--- config.mk ---
export PLATFORM = sky130hd
export DESIGN_NAME = msk_tk_lfsr_sched
export DESIGN_NICKNAME = d
export VERILOG_FILES = /design/src/rtl/msk_tk_lfsr_sched.sv
export SDC_FILE = /design/constraint.sdc
export NUM_CORES = 1
export LEC_CHECK = 0
export ABC_CLOCK_PERIOD_IN_PS = 2300
export BUFFER_PORTS_ARGS = -buffer_cell sky130_fd_sc_hd__buf_2
export CAP_MARGIN = 5
export CORE_MARGIN = 4
export CORE_UTILIZATION = 45
export DETAILED_ROUTE_END_ITERATION = 10
export PLACE_DENSITY = 0.87
export RECOVER_POWER = 50
export SLEW_MARGIN = 40
export SYNTH_ARGS = -nofsm -noshare
export SYNTH_HDL_FRONTEND = slang
export SYNTH_SLANG_ARGS = --single-unit
--- constraint.sdc ---
create_clock -name clk -period 2.3 [get_ports clk]
set_clock_uncertainty 0.15 [all_clocks]
set_input_delay 0.575 -clock clk [delete_from_list [all_inputs] [get_ports clk]]
set_output_delay 0.575 -clock clk [all_outputs]
set_load 0.02 [all_outputs]
--- src/rtl/msk_tk_lfsr_sched.sv ---
// Masked tweakey LFSR3 scheduler: a single byte-wide masked LFSR3 datapath walks
// the 8 state bytes once per round, for a programmable number of rounds.
module msk_tk_lfsr_sched #(
   parameter int d = 2
) (
   input  logic            clk,
   input  logic            rst,
   input  logic            load,
   input  logic [64*d-1:0] tk_in,
   input  logic            start,
   input  logic [5:0]      n_rounds,
   output logic            busy,
   output logic            done,
   output logic [64*d-1:0] tk_out,
   output logic [5:0]      round_cnt
);

   localparam int BW = 8 * d;

   typedef enum logic [1:0] {
      IDLE,
      RUN,
      DONE
   } state_t;

   state_t        state_q;
   state_t        state_d;
   logic [BW-1:0] bytes_q [8];
   logic [2:0]    ptr_q;
   logic [5:0]    n_lat_q;
   logic [5:0]    round_cnt_q;
   logic          busy_q;
   logic          done_q;

   logic          accept;
   logic          step;
   logic          wrap;
   logic          load_en;
   logic [BW-1:0] cur_byte;
   logic [BW-1:0] nxt_byte;

   // Share-wise LFSR3; each share is shifted independently so shares never mix.
   function automatic logic [BW-1:0] lfsr3(input logic [BW-1:0] b);
      logic [BW-1:0] r;
      r = '0;
      for (int s = 0; s < d; s++) begin
         for (int j = 0; j < 7; j++) begin
            r[d*j+s] = b[d*(j+1)+s];
         end
         r[d*7+s] = b[s] ^ b[d*6+s];
      end
      return r;
   endfunction

   assign cur_byte = bytes_q[ptr_q];
   assign nxt_byte = lfsr3(cur_byte);
   assign load_en  = (state_q == IDLE) && load;

   always_comb begin
      state_d = state_q;
      accept  = 1'b0;
      step    = 1'b0;
      wrap    = 1'b0;
      unique case (state_q)
         IDLE: begin
            if (start) begin
               accept  = 1'b1;
               state_d = (n_rounds == 6'd0) ? DONE : RUN;
            end
         end
         RUN: begin
            step = 1'b1;
            if (ptr_q == 3'd7) begin
               wrap = 1'b1;
               if ((round_cnt_q + 6'd1) == n_lat_q) begin
                  state_d = DONE;
               end
            end
         end
         DONE: begin
            state_d = IDLE;
         end
         default: begin
            state_d = IDLE;
         end
      endcase
   end

   // busy/done are registered decodes of the next state so they align with it.
   always_ff @(posedge clk) begin
      if (rst) begin
         state_q <= IDLE;
         busy_q  <= 1'b0;
         done_q  <= 1'b0;
      end else begin
         state_q <= state_d;
         busy_q  <= (state_d == RUN);
         done_q  <= (state_d == DONE);
      end
   end

   // Load and step are exclusive (IDLE vs RUN), so load+start uses the loaded value.
   always_ff @(posedge clk) begin
      if (rst) begin
         for (int i = 0; i < 8; i++) begin
            bytes_q[i] <= '0;
         end
         ptr_q       <= 3'd0;
         n_lat_q     <= 6'd0;
         round_cnt_q <= 6'd0;
      end else begin
         if (load_en) begin
            for (int i = 0; i < 8; i++) begin
               bytes_q[i] <= tk_in[BW*i +: BW];
            end
         end
         if (accept) begin
            n_lat_q     <= n_rounds;
            round_cnt_q <= 6'd0;
            ptr_q       <= 3'd0;
         end
         if (step) begin
            bytes_q[ptr_q] <= nxt_byte;
            ptr_q          <= ptr_q + 3'd1;
            if (wrap) begin
               round_cnt_q <= round_cnt_q + 6'd1;
            end
         end
      end
   end

   for (genvar g = 0; g < 8; g++) begin : g_out
      assign tk_out[BW*g +: BW] = bytes_q[g];
   end

   assign busy      = busy_q;
   assign done      = done_q;
   assign round_cnt = round_cnt_q;

endmodule

==> results.sh, run 1 <==
export IMPL_place_ws_ps=31.5
export IMPL_numCtsBuffers=17
export IMPL_io_pins=274
export IMPL_finalWorstSetupSlack_ps=95.2
export IMPL_ir_drop_mv=0.484
export IMPL_hold_violations=0
export IMPL_combPwrFrac=0.172
export IMPL_gp_congestion=0.955
export IMPL_die_w_um=135
export IMPL_critPathMaxFanout=8
export IMPL_worstSetupPathType="register to register"
export IMPL_coreArea_sq_um=15900
export IMPL_synth_ff_type="edfxtp_1"
export IMPL_cts_resized=0
export IMPL_cp_data_arrival_time_ps=2210
export IMPL_relSlewSlack=0.504
export IMPL_synth_enable_flop_cells=128
export IMPL_via_per_inst=5.67
export IMPL_synth_seq_area_share=0.588
export IMPL_areaGrowthSynthToFinish_pct=32.7
export IMPL_holdBufCountCts=0
export IMPL_p_int_mw=5.19
export IMPL_routed_wirelength_um=25100
export IMPL_drive_above_1_share=0.291
export IMPL_htree_levels=4
export IMPL_p_leak_nw=3.68
export IMPL_period_minus_slack_ps=2200
export IMPL_setup_viol=0
export IMPL_fp_row_count=46
export IMPL_grt_pass1_wl_um=36500
export IMPL_drt_initial_drc_count=640
export IMPL_holdCritPathClass="input port to register"
export IMPL_port_buffers=273
export IMPL_clkPwrFrac=0.376
export IMPL_avgSynthCellArea_sq_um=12.1
export IMPL_synth_cells=603
export IMPL_die_h_um=135
export IMPL_fmax_mhz=454
export IMPL_root_buffer="clkbuf_16"
export IMPL_cap_violations=0
export IMPL_drc_errors=0
export IMPL_post_cts_buffers=0
export IMPL_cts_tree="yes"
export IMPL_ant_nets=0
export IMPL_initial_utilization=0.459
export IMPL_insertion_delay_ps=430
export IMPL_cts_sinks=150
export IMPL_place_hpwl_um=19000
export IMPL_p_switching_mw=2.18
export IMPL_pwr_share_seq=0.452
export IMPL_ys_ff_latch=150
export IMPL_die_area_sq_um=18300
export IMPL_endpoint_kind="register"
export IMPL_tightest_slew_ps=740
export IMPL_ys_warn_count=0
export IMPL_slew_violations=0
export IMPL_syn_nets=744
export IMPL_finalCritPeriodShare=0.959
export IMPL_critical_path_startpoint_type="register"
export IMPL_outcome="complete, no violations"
export IMPL_overflow=0
export IMPL_power_density_nw_per_um2=763
export IMPL_rsz0062_at_grt="no"
export IMPL_antenna_found_initial=4
export IMPL_first_pass_iters=5
export IMPL_final_nets=1056
export IMPL_synthDistinctLibCells=36
export IMPL_wl_per_cell_um=21.9
export IMPL_grt_usage=0.268
export IMPL_vias=6501
export IMPL_synth_async_reset_ratio=0
export IMPL_clkTransAtPathRegs_ps=70
export IMPL_finalCoreUtilization=0.609
export IMPL_cts_buffer_depth=2
export IMPL_synth_area_sq_um=7290
export IMPL_sw_frac_of_total=0.296
export IMPL_cp_required_ps=2310
export IMPL_grt_pass1_vias=6487
export IMPL_grt_start_max_net_pins=51
worst paths after layout:
| path | from | end | slack [ps] | cells after the start |
|---|---|---|---|---|
| setup / recovery | register | bytes_q[0][6] | 100 | 5 |
| hold / removal | n_rounds[1] | n_lat_q[1] | 260 | 3 |
| setup reg to reg | register | bytes_q[0][6] | 100 | 5 |
| hold reg to reg | n_lat_q[3] | n_lat_q[3] | 380 | 2 |
layout make-up:
class / count / area (sq um)
Antenna cell: 2 / 5.00
Clock buffer: 17 / 425
Clock inverter: 15 / 160
Fill cell: 1314 / 6210
Multi-Input combinational cell: 415 / 2850
Sequential cell: 150 / 4290
Tap cell: 216 / 270
Timing Repair Buffer: 331 / 1680
power groups by stage:
stage	Sequential [mW]	Clock (mW)	Combinational, mW
4_1_cts	3.32	2.79	1.33
3_5_place_dp	3.38	0	1.32
5_1_grt	3.35	2.92	1.34
2_1_floorplan	3.58	0	0.446
6_report	3.33	2.78	1.27
3_3_place_gp	3.37	0	1.30
logic make-up after synthesis:
logic type,count (synthesis),share of synthesized area
buffers and inverters,38,0.0227
adders and majority gates,3,0.00515
DFF,150,0.588
and+or+nand+nor,199,0.129
AOI/OAI and AO/OA,150,0.110
xor gates and xnor gates,9,0.0118
muxes,54,0.134
per-stage QoR:
stage	area [sq um]	hold slack, ps	cells	TNS [ps]	total power, mW
5_1_grt	9670	272	1145	0	7.61
4_1_cts	9900	251	1144	0	7.44
2_1_floorplan	7290	331	603	-4760	4.02
3_5_place_dp	9310	370	1112	0	4.70
6_report	9670	258	1146	0	7.38
3_3_place_gp	9310	353	1112	0	4.67
registers in the layout, summed over array words and instances (netlist names), named ones only:
register	flops
n_lat_q	6
busy	1
ptr_q	3
round_cnt	6
state_q	2
bytes_q	128
done	1
critical path: stages (launching register included):
cell     delay (ps)
dfxtp_2         460
buf_6           210
mux4_2          560
mux2i_1         230
buf_4           220
o21ai_0         110
cell usage after synthesis (4+ instances only):
master	instances	share of area
edfxtp_1	128	0.53
o21ai_0	126	0.087
nand2_1	116	0.060
nand3b_1	33	0.034
mux4_2	30	0.093
clkbuf_1	27	0.014
dfxtp_1	22	0.060
nor2_1	21	0.011
mux2i_1	20	0.027
o21ai_2	8	0.0096
a21oi_1	6	0.0041
nand3_1	5	0.0034
xnor2_1	5	0.0060
buf_1	4	0.0021
nor3_1	4	0.0027
or3_1	4	0.0034
routing by layer:
metal / track usage / vias to the layer above / share of wire
li1: - / 2893 / -
met1: 0.316 / 3122 / 0.35
met2: 0.462 / 421 / 0.50
met3: 0.0899 / 61 / 0.12
met4: 0.0890 / 4 / 0.027
met5: 0 / - / 0.00084
placed cells by master (no fill, tap or decap), types with 20 or more instances in the layout:
cell type,netlist,layout
o21ai_0,126,126
buf_4,3,45
nand3b_1,33,33
edfxtp_1,128,128
mux2i_1,20,20
clkbuf_1,27,138
dfxtp_1,22,20
nand2_1,116,115
nor2_1,21,21
mux4_2,30,30
buf_2,3,137
(Power assumes the default switching activity.)
==> inputs of run 2 (changes only) <==
--- a/config.mk
+++ b/config.mk
@@ -11,7 +11,7 @@
 export CORE_MARGIN = 4
 export CORE_UTILIZATION = 45
 export DETAILED_ROUTE_END_ITERATION = 10
-export PLACE_DENSITY = 0.87
+export PLACE_DENSITY = 0.77
 export RECOVER_POWER = 50
 export SLEW_MARGIN = 40
 export SYNTH_ARGS = -nofsm -noshare
==> run 2 against run 1 <==
  * Critical path type unchanged
  * Worst hold slack got worse by 9.7 ps
  * Largest cell class unchanged
  * Critical path depth unchanged
  * Cell area about the same
  * Sequential share of layout area hardly changed
  * Power down 0.67%
==> results.sh, run 2 (synthesized netlist as in run 1, its figures left out) <==
export IMPL_clkTransAtPathRegs_ps=70
export IMPL_cp_required_ps=2320
export IMPL_fmax_mhz=460
export IMPL_cts_tree="yes"
export IMPL_io_pins=274
export IMPL_period_minus_slack_ps=2180
export IMPL_drc_errors=0
export IMPL_grt_usage=0.266
export IMPL_placed_area_sq_um=9290
export IMPL_whs_ps=248
export IMPL_place_ws_ps=103
export IMPL_fin_setup_tns_ps=0
export IMPL_critical_path_startpoint_type="register"
export IMPL_holdCritPathClass="input port to register"
export IMPL_cts_buffer_depth=2
export IMPL_routed_wirelength_um=25300
export IMPL_largest_reg_flops=128
export IMPL_ir_drop_mv=0.516
export IMPL_coreArea_sq_um=15900
export IMPL_grt_pass1_wl_um=36100
export IMPL_critPathMaxFanout=13
export IMPL_stdcell_area_sq_um=9670
export IMPL_finalCoreUtilization=0.609
export IMPL_drive_above_1_share=0.291
export IMPL_power_density_nw_per_um2=757
export IMPL_mostFrequentLayoutCells="clkbuf_1 (138), buf_2 (137), edfxtp_1 (128)"
export IMPL_insertion_delay_ps=430
export IMPL_port_buffers=273
export IMPL_areaGrowthSynthToFinish_pct=32.7
export IMPL_setup_viol=0
export IMPL_tightest_slew_ps=646
export IMPL_cap_violations=0
export IMPL_die_w_um=135
export IMPL_hold_violations=0
export IMPL_slowest_delay_ps=520
export IMPL_regMostFlops="bytes_q"
export IMPL_dp_cells=1109
export IMPL_vias=6598
export IMPL_final_nets=1053
export IMPL_grt_pass1_vias=6280
export IMPL_ant_nets=0
export IMPL_die_h_um=135
export IMPL_finalCritPeriodShare=0.946
export IMPL_fp_row_count=46
export IMPL_grt_start_max_net_pins=30
export IMPL_root_buffer="clkbuf_16"
export IMPL_place_hpwl_um=18700
export IMPL_worst_path_max_delay_cell="mux4_2"
export IMPL_worstSetupPathType="register to register"
export IMPL_drt_initial_drc_count=743
export IMPL_numCtsBuffers=17
export IMPL_first_pass_iters=5
export IMPL_cp_data_arrival_time_ps=2190
export IMPL_finalWorstSetupSlack_ps=124
export IMPL_antenna_found_initial=3
export IMPL_outcome="complete, no violations"
export IMPL_power_mw=7.33
export IMPL_crit_chain="buf_12, mux4_2, mux2i_1, buf_4, o21ai_0"
export IMPL_p_leak_nw=3.68
export IMPL_cts_sinks=150
export IMPL_slew_violations=0
export IMPL_die_area_sq_um=18300
export IMPL_relSlewSlack=0.567
export IMPL_via_per_inst=5.77
export IMPL_rsz0062_at_grt="no"
export IMPL_gp_congestion=0.924
export IMPL_endpoint_kind="register"
export IMPL_htree_levels=4
export IMPL_initial_utilization=0.459
export IMPL_final_cells=1144
export IMPL_wl_per_cell_um=22.1
export IMPL_overflow=0
export IMPL_final_common_cell="clkbuf_1"
[run 2: per-layer routing]
metal | share of wire | up-vias | track usage
li1 | - | 2897 | -
met1 | 0.35 | 3151 | 0.332
met2 | 0.49 | 464 | 0.442
met3 | 0.11 | 84 | 0.0706
met4 | 0.041 | 2 | 0.110
met5 | 0.00051 | - | 0
[run 2: path summary, 6_finish.rpt]
path	to	cells past startpoint	slack, ps	startpoint
max	bytes_q[5][8]	5	120	register
min	n_lat_q[0]	3	250	n_rounds[0]
max reg2reg	bytes_q[5][8]	5	120	register
min reg2reg	n_lat_q[1]	2	370	n_lat_q[1]
[run 2: worst max-delay path: cells and delay by family, from the launching register on]
kind                   cells  cell delay (ps)
flip-flops                 1              480
buffers and inverters      2              410
multiplexers               2              790
AO/OA/AOI/OAI              1               80
[run 2: what timing repair did]
action                                  in CTS  in global routing
hold endpoints to repair                     0                  0
resized for setup                            0                  1
buffers inserted                             0                  0
endpoints found under the setup margin       0                  8
hold buffers                                 0                  0
[run 2: layout make-up]
cell class / count / area [sq um]
Tap cell: 216 / 270
Fill cell: 1324 / 6210
Clock inverter: 15 / 146
Multi-Input combinational cell: 415 / 2860
Timing Repair Buffer: 328 / 1680
Clock buffer: 17 / 425
Antenna cell: 3 / 7.51
Sequential cell: 150 / 4290
[run 2: power by group]
part | switching [mW] | total [mW] | internal [mW]
sequential | 0.144 | 3.33 | 3.19
combinational | 0.806 | 1.27 | 0.460
clock | 1.21 | 2.73 | 1.52
==> inputs of run 3 (changes only) <==
--- a/config.mk
+++ b/config.mk
@@ -6,7 +6,7 @@
 export NUM_CORES = 1
 export LEC_CHECK = 0
 export ABC_CLOCK_PERIOD_IN_PS = 2300
-export BUFFER_PORTS_ARGS = -buffer_cell sky130_fd_sc_hd__buf_2
+export BUFFER_PORTS_ARGS = -buffer_cell sky130_fd_sc_hd__clkbuf_2
 export CAP_MARGIN = 5
 export CORE_MARGIN = 4
 export CORE_UTILIZATION = 45
==> run 3 against run 2 <==
  * Sequential power barely moved
  * Sequential share of layout area is 0.097 points lower
  * Sequential cell count unchanged
  * Largest power group unchanged
  * Non-clock buffer count fell by 1
  * Largest cell class unchanged
  * Maximum frequency down 2.4%
  * Critical endpoint is now bytes_q[7][15]
==> results.sh, run 3 (synthesized netlist as in run 1, its figures left out) <==
export IMPL_fin_setup_tns_ps=0
export IMPL_whs_path_depth=3
export IMPL_combPwrFrac=0.169
export IMPL_worstSetupPathType="register to register"
export IMPL_drive_above_1_share=0.284
export IMPL_cts_sinks=150
export IMPL_holdBufCountCts=0
export IMPL_critical_path_startpoint_type="register"
export IMPL_period_minus_slack_ps=2230
export IMPL_vias=6521
export IMPL_fmax_mhz=449
export IMPL_grt_start_max_net_pins=97
export IMPL_endpoint_kind="register"
export IMPL_met3_length_um=2690
export IMPL_area_sequential_sq_um=4290
export IMPL_reg2regPathDepth=5
export IMPL_place_ws_ps=42.0
export IMPL_cap_violations=0
export IMPL_grt_pass1_wl_um=36200
export IMPL_critPathMaxFanout=13
export IMPL_io_pins=274
export IMPL_cts_tree="yes"
export IMPL_cp_required_ps=2310
export IMPL_routed_wirelength_um=25000
export IMPL_coreArea_sq_um=15900
export IMPL_rr_endpoint="bytes_q[7][15]"
export IMPL_post_cts_buffers=0
export IMPL_die_h_um=135
export IMPL_hold_path_endpoint="n_lat_q[0]"
export IMPL_drc_errors=0
export IMPL_multi_input_area_sq_um=2860
export IMPL_final_common_cell="clkbuf_1"
export IMPL_slew_violations=0
export IMPL_largest_reg_flops=128
export IMPL_p_int_mw=5.46
export IMPL_via_per_inst=5.72
export IMPL_hp_start="n_rounds[0]"
export IMPL_die_w_um=135
export IMPL_insertion_delay_ps=430
export IMPL_met1Wirelength_um=8780
export IMPL_grt_usage=0.265
export IMPL_numCtsBuffers=17
export IMPL_relSlewSlack=0.576
export IMPL_port_buffers=273
export IMPL_root_buffer="clkbuf_16"
export IMPL_place_hpwl_um=18800
export IMPL_rsz0062_at_grt="no"
export IMPL_cp_data_arrival_time_ps=2240
export IMPL_holdCritPathClass="input port to register"
export IMPL_clkPwrFrac=0.387
export IMPL_areaGrowthSynthToFinish_pct=33.0
export IMPL_fill_cells=1311
export IMPL_cts_buffer_depth=2
export IMPL_setup_viol=0
export IMPL_dr_wl_met2_um=12700
export IMPL_ant_nets=0
export IMPL_p_switching_mw=2.04
export IMPL_pwr_share_seq=0.444
export IMPL_initial_utilization=0.459
export IMPL_regMostFlops="bytes_q"
export IMPL_wl_per_cell_um=21.9
export IMPL_drt_initial_drc_count=681
export IMPL_mostFrequentLayoutCells="clkbuf_1 (142), clkbuf_2 (139), edfxtp_1 (128)"
export IMPL_tightest_slew_ps=632
export IMPL_first_pass_iters=6
export IMPL_fp_row_count=46
export IMPL_placed_area_sq_um=9290
export IMPL_finalCoreUtilization=0.610
export IMPL_antenna_found_initial=2
export IMPL_top_layer="met5"
export IMPL_gp_congestion=0.928
export IMPL_hold_violations=0
export IMPL_outcome="complete, no violations"
export IMPL_die_area_sq_um=18300
export IMPL_p_leak_nw=3.70
export IMPL_finalWorstSetupSlack_ps=71.6
export IMPL_grt_pass1_vias=6108
export IMPL_overflow=0
export IMPL_power_density_nw_per_um2=773
export IMPL_sw_frac_of_total=0.272
export IMPL_stdcell_area_sq_um=9700
export IMPL_ff2ff_setup_slack_ps=70
export IMPL_finalCritPeriodShare=0.969
export IMPL_htree_levels=4
export IMPL_final_nets=1052
export IMPL_cts_resized=0
export IMPL_ir_drop_mv=0.523
export IMPL_clkTransAtPathRegs_ps=60
## run 3: power by group through the flow
stage	clock, mW	combinational, mW	sequential, mW
final	2.90	1.26	3.33
after global routing	3.04	1.34	3.35
after CTS	2.92	1.31	3.33
after detailed placement	0	1.30	3.39
after global placement	0	1.28	3.38
after floorplan	0	0.446	3.58
## run 3: layer usage
metal  track usage  vias up
met5             0        -
met4        0.0985        2
met3        0.0632       72
met2         0.458      435
met1         0.325     3127
li1              -     2885
## run 3: how the worst max path moves through the flow
stage / endpoint
after floorplan: bytes_q[3][0]
after global placement: bytes_q[7][15]
after detailed placement: bytes_q[4][14]
after CTS: bytes_q[4][14]
after global routing: bytes_q[4][15]
final: bytes_q[7][15]
## run 3: stage by stage
stage	hold WS (ps)	power, mW	instances
6_report	255	7.50	1141
5_1_grt	271	7.73	1140
4_1_cts	246	7.57	1139
3_5_place_dp	370	4.69	1108
3_3_place_gp	348	4.67	1108
2_1_floorplan	331	4.02	603
## run 3: critical path, cell delays in order (launching register included)
cell	delay [ps]
dfxtp_2	460
buf_12	210
mux4_2	540
mux2i_4	200
xnor2_2	290
o21ai_2	90
## run 3: cell type report
class | count | share of cell area
clock inverters | 12 | 0.0182
diodes | 2 | 0.000516
repair buffers | 327 | 0.172
clock buffers | 19 | 0.0447
multi-input cells | 415 | 0.295
flip-flops and latches | 150 | 0.442
well taps | 216 | 0.0279
